### config.mk
export PLATFORM = sky130hd
export DESIGN_NAME = jericalla_issuer
export DESIGN_NICKNAME = d
export VERILOG_FILES = /design/src/rtl/jericalla_pkg.sv /design/src/rtl/jericalla_res_fifo.sv /design/src/rtl/jericalla_issuer.sv
export SDC_FILE = /design/constraint.sdc
export NUM_CORES = 1
export LEC_CHECK = 0
export CAP_MARGIN = 5
export CORE_UTILIZATION = 53
export CTS_CLUSTER_DIAMETER = 100
export DETAILED_ROUTE_END_ITERATION = 8
export PLACE_DENSITY = 0.8
export SYNTH_ARGS = -nofsm -noshare
export SYNTH_HDL_FRONTEND = slang
export SYNTH_HIERARCHICAL = 1
export SYNTH_SLANG_ARGS = --single-unit
### constraint.sdc
create_clock -name clk -period 2.8 [get_ports clk]
set_clock_uncertainty 0.1 [all_clocks]
set_input_delay 0.28 -clock clk [delete_from_list [all_inputs] [get_ports clk]]
set_output_delay 0.28 -clock clk [all_outputs]
set_load 0.02 [all_outputs]
### src/rtl/jericalla_pkg.sv
// Shared definitions for the jericalla issuer: instruction field layout, packing helper
// and the issue FSM state encoding.
package jericalla_pkg;

    localparam int unsigned OP_W    = 3;
    localparam int unsigned RA_W    = 5;
    localparam int unsigned RB_W    = 5;
    localparam int unsigned WA_W    = 4;
    localparam int unsigned INSTR_W = OP_W + RA_W + RB_W + WA_W;

    localparam int unsigned WA_LSB = 0;
    localparam int unsigned RB_LSB = WA_LSB + WA_W;
    localparam int unsigned RA_LSB = RB_LSB + RB_W;
    localparam int unsigned OP_LSB = RA_LSB + RA_W;

    localparam int unsigned DATA_W  = 32;
    localparam int unsigned ENTRY_W = DATA_W + 1;
    localparam int unsigned HOLD_W  = 4;

    typedef logic [INSTR_W-1:0] instr_t;

    typedef enum logic [1:0] {
        StIdle   = 2'd0,
        StDrive  = 2'd1,
        StSample = 2'd2
    } state_t;

    function automatic instr_t pack_instr(input logic [OP_W-1:0] op,
                                          input logic [RA_W-1:0] ra,
                                          input logic [RB_W-1:0] rb,
                                          input logic [WA_W-1:0] wa);
        instr_t i;
        i = '0;
        i[OP_LSB +: OP_W] = op;
        i[RA_LSB +: RA_W] = ra;
        i[RB_LSB +: RB_W] = rb;
        i[WA_LSB +: WA_W] = wa;
        return i;
    endfunction

endpackage

### src/rtl/jericalla_res_fifo.sv
// Result FIFO: {zf, data} entries, read/write pointers plus occupancy count.
// The head entry is always visible on rdata; pushes never bypass to the output.
module jericalla_res_fifo
    import jericalla_pkg::*;
#(
    parameter int unsigned RES_DEPTH = 4
) (
    input  logic               clk,
    input  logic               rst_n,
    input  logic               push,
    input  logic [ENTRY_W-1:0] wdata,
    input  logic               pop,
    output logic [ENTRY_W-1:0] rdata,
    output logic               empty,
    output logic               full
);

    localparam int unsigned PtrW = (RES_DEPTH > 1) ? $clog2(RES_DEPTH) : 1;
    localparam int unsigned CntW = $clog2(RES_DEPTH + 1);

    logic [ENTRY_W-1:0] mem_q [RES_DEPTH];
    logic [PtrW-1:0]    wr_ptr_q, wr_ptr_d;
    logic [PtrW-1:0]    rd_ptr_q, rd_ptr_d;
    logic [CntW-1:0]    cnt_q, cnt_d;
    logic               do_push, do_pop;

    assign empty   = (cnt_q == '0);
    assign full    = (cnt_q == CntW'(RES_DEPTH));
    assign do_push = push && !full;
    assign do_pop  = pop && !empty;
    assign rdata   = mem_q[rd_ptr_q];

    // Power-of-two depth lets the pointers wrap naturally.
    always_comb begin
        wr_ptr_d = wr_ptr_q;
        rd_ptr_d = rd_ptr_q;
        cnt_d    = cnt_q;
        if (do_push) wr_ptr_d = wr_ptr_q + PtrW'(1);
        if (do_pop)  rd_ptr_d = rd_ptr_q + PtrW'(1);
        if (do_push && !do_pop)      cnt_d = cnt_q + CntW'(1);
        else if (do_pop && !do_push) cnt_d = cnt_q - CntW'(1);
    end

    always_ff @(posedge clk) begin
        if (!rst_n) begin
            wr_ptr_q <= '0;
            rd_ptr_q <= '0;
            cnt_q    <= '0;
        end else begin
            wr_ptr_q <= wr_ptr_d;
            rd_ptr_q <= rd_ptr_d;
            cnt_q    <= cnt_d;
        end
    end

    always_ff @(posedge clk) begin
        if (rst_n && do_push) mem_q[wr_ptr_q] <= wdata;
    end

endmodule

### src/rtl/jericalla_issuer.sv
// Blocking instruction issuer: holds one packed instruction on the datapath for
// HOLD_CYCLES+1 cycles, then captures the datapath result into the result FIFO.
module jericalla_issuer
    import jericalla_pkg::*;
#(
    parameter int unsigned HOLD_CYCLES = 2,
    parameter int unsigned RES_DEPTH   = 4
) (
    input  logic          clk,
    input  logic          rst_n,
    input  logic          cmd_valid,
    output logic          cmd_ready,
    input  logic [2:0]    cmd_op,
    input  logic [4:0]    cmd_ra,
    input  logic [4:0]    cmd_rb,
    input  logic [3:0]    cmd_wa,
    output logic [16:0]   instr,
    input  logic [31:0]   data_in,
    input  logic          zf_in,
    output logic          res_valid,
    input  logic          res_ready,
    output logic [31:0]   res_data,
    output logic          res_zf,
    output logic [15:0]   issue_count
);

    state_t              state_q, state_d;
    logic [HOLD_W-1:0]   hold_q, hold_d;
    instr_t              instr_q, instr_d;
    logic [15:0]         issue_count_q, issue_count_d;
    logic                push, pop;
    logic                fifo_empty, fifo_full;
    logic [ENTRY_W-1:0]  fifo_rdata;

    always_comb begin
        state_d       = state_q;
        hold_d        = hold_q;
        instr_d       = instr_q;
        issue_count_d = issue_count_q;
        cmd_ready     = 1'b0;
        instr         = '0;
        push          = 1'b0;
        unique case (state_q)
            StIdle: begin
                // Admission needs a free slot so the later SAMPLE push can never overflow.
                cmd_ready = rst_n && !fifo_full;
                if (cmd_valid && cmd_ready) begin
                    instr_d = pack_instr(cmd_op, cmd_ra, cmd_rb, cmd_wa);
                    hold_d  = HOLD_W'(HOLD_CYCLES - 1);
                    state_d = StDrive;
                end
            end
            StDrive: begin
                instr = instr_q;
                if (hold_q == '0) state_d = StSample;
                else              hold_d  = hold_q - HOLD_W'(1);
            end
            StSample: begin
                instr         = instr_q;
                push          = 1'b1;
                issue_count_d = issue_count_q + 16'd1;
                state_d       = StIdle;
            end
            default: state_d = StIdle;
        endcase
    end

    always_ff @(posedge clk) begin
        if (!rst_n) begin
            state_q       <= StIdle;
            hold_q        <= '0;
            instr_q       <= '0;
            issue_count_q <= '0;
        end else begin
            state_q       <= state_d;
            hold_q        <= hold_d;
            instr_q       <= instr_d;
            issue_count_q <= issue_count_d;
        end
    end

    assign res_valid   = !fifo_empty;
    assign pop         = res_valid && res_ready;
    assign res_data    = fifo_rdata[DATA_W-1:0];
    assign res_zf      = fifo_rdata[DATA_W];
    assign issue_count = issue_count_q;

    jericalla_res_fifo #(
        .RES_DEPTH (RES_DEPTH)
    ) u_res_fifo (
        .clk   (clk),
        .rst_n (rst_n),
        .push  (push),
        .wdata ({zf_in, data_in}),
        .pop   (pop),
        .rdata (fifo_rdata),
        .empty (fifo_empty),
        .full  (fifo_full)
    );

endmodule

==> flow_summary.toml <==
[floorplanning]
design.core.area_um2 = 13200
rows = 42
die_w_um = 118
initial_utilization_pct = 54.1
dieArea_um2 = 13900
die_h_um = 118
io_pins = 122

[final_layout]
n_antenna_cell = 0
nFillCells = 863
drive_above_1_share_pct = 14.0
multi_input_area_um2 = 2010
fin_nets = 653
register_area_um2 = 4930
area_growth_pct = 29.6
finalInstanceArea_um2 = 9240

[logic_synthesis]
netlist_instances = 455
synth_area_leaders = "edfxtp_1, dfxtp_1, mux4_2"
post-synth-top-area-cell = "edfxtp_1"
syn_area_per_cell_um2 = 15.7
synth_seq_cells = 180
synthArstFlopShare_pct = 0
syn_area_um2 = 7130
synth_warnings = 6
seq_area_frac_synth_pct = 69.1
synth_edf_count = 132
synth_top_area_share_pct = 55.6
syn-num-nets = 521
synth_flop_cell = "edfxtp_1"
synthDistinctLibCells = 44

[outcome]
status = "finished clean"

[global_route]
grt_max_degree = 34
grt_pass1_wl_um = 21400
top_usage_layer = "met2"
track_usage_pct = 20.4
gr-usage-met1_pct = 24.6
met2_usage_pct = 35.7
first_global_vias = 4351
gr-total-overflow = 0
use_met3_pct = 5.67
antenna_found_initial = 0

[placed_design]
port_buffers = 121
dp_slack_ns = 0.370
dp_hpwl_um = 8830
dpl-instance-area_um2 = 8560
place.gp.congestion = 0.782

[power_and_ir_drop]
p_comb_share_pct = 21.1
clkPwrFrac_pct = 35.3
p_int_mw = 5.35
leakage_nw = 3.08
power_density_nw_per_um2 = 782
p_seq_share_pct = 43.6
vdd_drop_max_mv = 0.393
sw_frac_of_total_pct = 25.9
power_switching_mw = 1.87

[hold_path]
worstHoldStart = "cmd_op[2]"
hold_path_class = "input port to flip-flop"

[clock_network]
cts_sinks = 180
numCtsBuffers = 17
cts-resized-gates = 0
clk_path_buf_depth = 2
cts_max_level = 4
cts-root-buf = "clkbuf_16"
hold_buffers = 0
cts_tree = "yes"
postCtsSetupRepairBufs = 0
clock_latency_ns = 0.41
cts.clk_slew.worst_paths_ns = 0.06

[route]
vias = 4210
dr.pass1.iters = 4
postRouteAntennaNets = 0
route.detailed.drc = 0
drtIter0Drc = 267
routed_via_density = 5.43
wl_um = 13600
wire_per_inst_um = 17.6

[setup_path]
arrival_ns = 2.27
end_kind = "primary output"
crit_fanout = 15
reg2reg_from = "state_q[0]$_SDFFE_PN0P_"
worstSetupStartpointType = "flip-flop"
path_class = "flip-flop to primary output"
cp_data_required_time_ns = 2.42

[timing]
tns_ns = 0
fin_crit_sh_pct = 94.7
relSlewSlack_pct = 61.4
fmax_mhz = 377
timing.final.ws_setup_ns = 0.147
finalMaxSlewViolations = 0
hold_viol_final = 0
period_needed_ns = 2.65
rsz0062_at_grt = "no"
hold_slack_ns = 0.311
setup_viol = 0
tightest_slew_ns = 0.579

[job]
timing.max_cap.violations = 0
[metal layers]
metal | wire (µm) | share of wire, % | up-vias
li1 | - | - | 1973
met1 | 5670 | 42 | 2082
met2 | 7190 | 53 | 147
met3 | 696 | 5.1 | 8
met4 | 89 | 0.65 | 0
met5 | 0 | 0 | -
[cell families after synthesis]
group,count (synthesis),synth area share (%)
compound gates,50,4.04
xor+xnor,13,1.60
fa+ha+maj,12,2.21
buf+inv,35,2.83
flops,180,69.1
mux,38,11.3
simple gates,127,8.98
[final timing paths]
path	to	slack, ns	cells past startpoint
hold / removal	instr_q[16]$_SDFFE_PN0P_	0.31	3
setup / recovery	res_zf	0.15	3
hold reg to reg	instr_q[0]$_SDFFE_PN0P_	0.35	2
setup reg to reg	u_res_fifo/cnt_q[2]$_SDFFE_PN0P_	0.34	9
[per-stage QoR]
step	util, %	power [mW]	std cells
finish	70.1	7.23	776
global route	70.1	7.53	776
CTS	69.9	7.28	775
detailed placement	64.9	4.71	743
global placement	64.9	4.63	743
floorplan	-	4.15	455
[layout by cell type, fill, tap and decap left out, drive strengths merged, types with 16 or more instances in the layout]
cell type / Yosys / routed
nor2: 16 / 16
nand2: 51 / 51
edfxtp: 132 / 132
clkbuf: 12 / 19
clkdlybuf4s50: 0 / 121
and2: 22 / 22
a21oi: 30 / 30
inv: 13 / 17
mux4: 33 / 33
dfxtp: 48 / 48
[worst max-delay path, stage by stage (launching register included)]
cell and delay, ns:
dfxtp_2 0.49, buf_12 0.23, mux4_1 0.57, clkdlybuf4s50_1 0.57
[power groups by stage]
stage               combinational [mW]  clock [mW]  sequential [mW]
floorplan                        0.972           0             3.18
global placement                  1.44           0             3.19
detailed placement                1.51           0             3.20
CTS                               1.52        2.61             3.15
global route                      1.65        2.71             3.17
finish                            1.52        2.55             3.15
[state kept, by name, indices dropped and copies added, names as in the netlist, named ones only]
signal and count:
state_q 2, u_res_fifo/mem_q 132, issue_count 16, instr_q 17, u_res_fifo/cnt_q 3, hold_q 4, u_res_fifo/wr_ptr_q 2, u_res_fifo/rd_ptr_q 2
[layout make-up]
class                   count  share of cell area [%]
well taps                 176                    2.38
multi-input cells         240                    21.8
clock inverters            14                    2.41
inverters                  13                   0.528
flip-flops and latches    180                    53.3
clock buffers              18                    4.64
repair buffers            135                    15.0
[cells in the mapped netlist (all sizes together), types with 2 or more instances]
library cell  instances
edfxtp              132
nand2                51
dfxtp                48
mux4                 33
a21oi                30
and2                 22
nor2                 16
inv                  13
clkbuf               12
ha                   11
buf                  10
o21ai                10
xnor2                 8
and3                  6
mux2i                 5
nor3                  5
or3                   5
xor2                  5
nand4                 4
or4                   4
nand2b                3
nor2b                 3
o31ai                 3
nand3                 2
nor3b                 2
nor4                  2
Note: power is estimated with default switching activity, not from simulation.
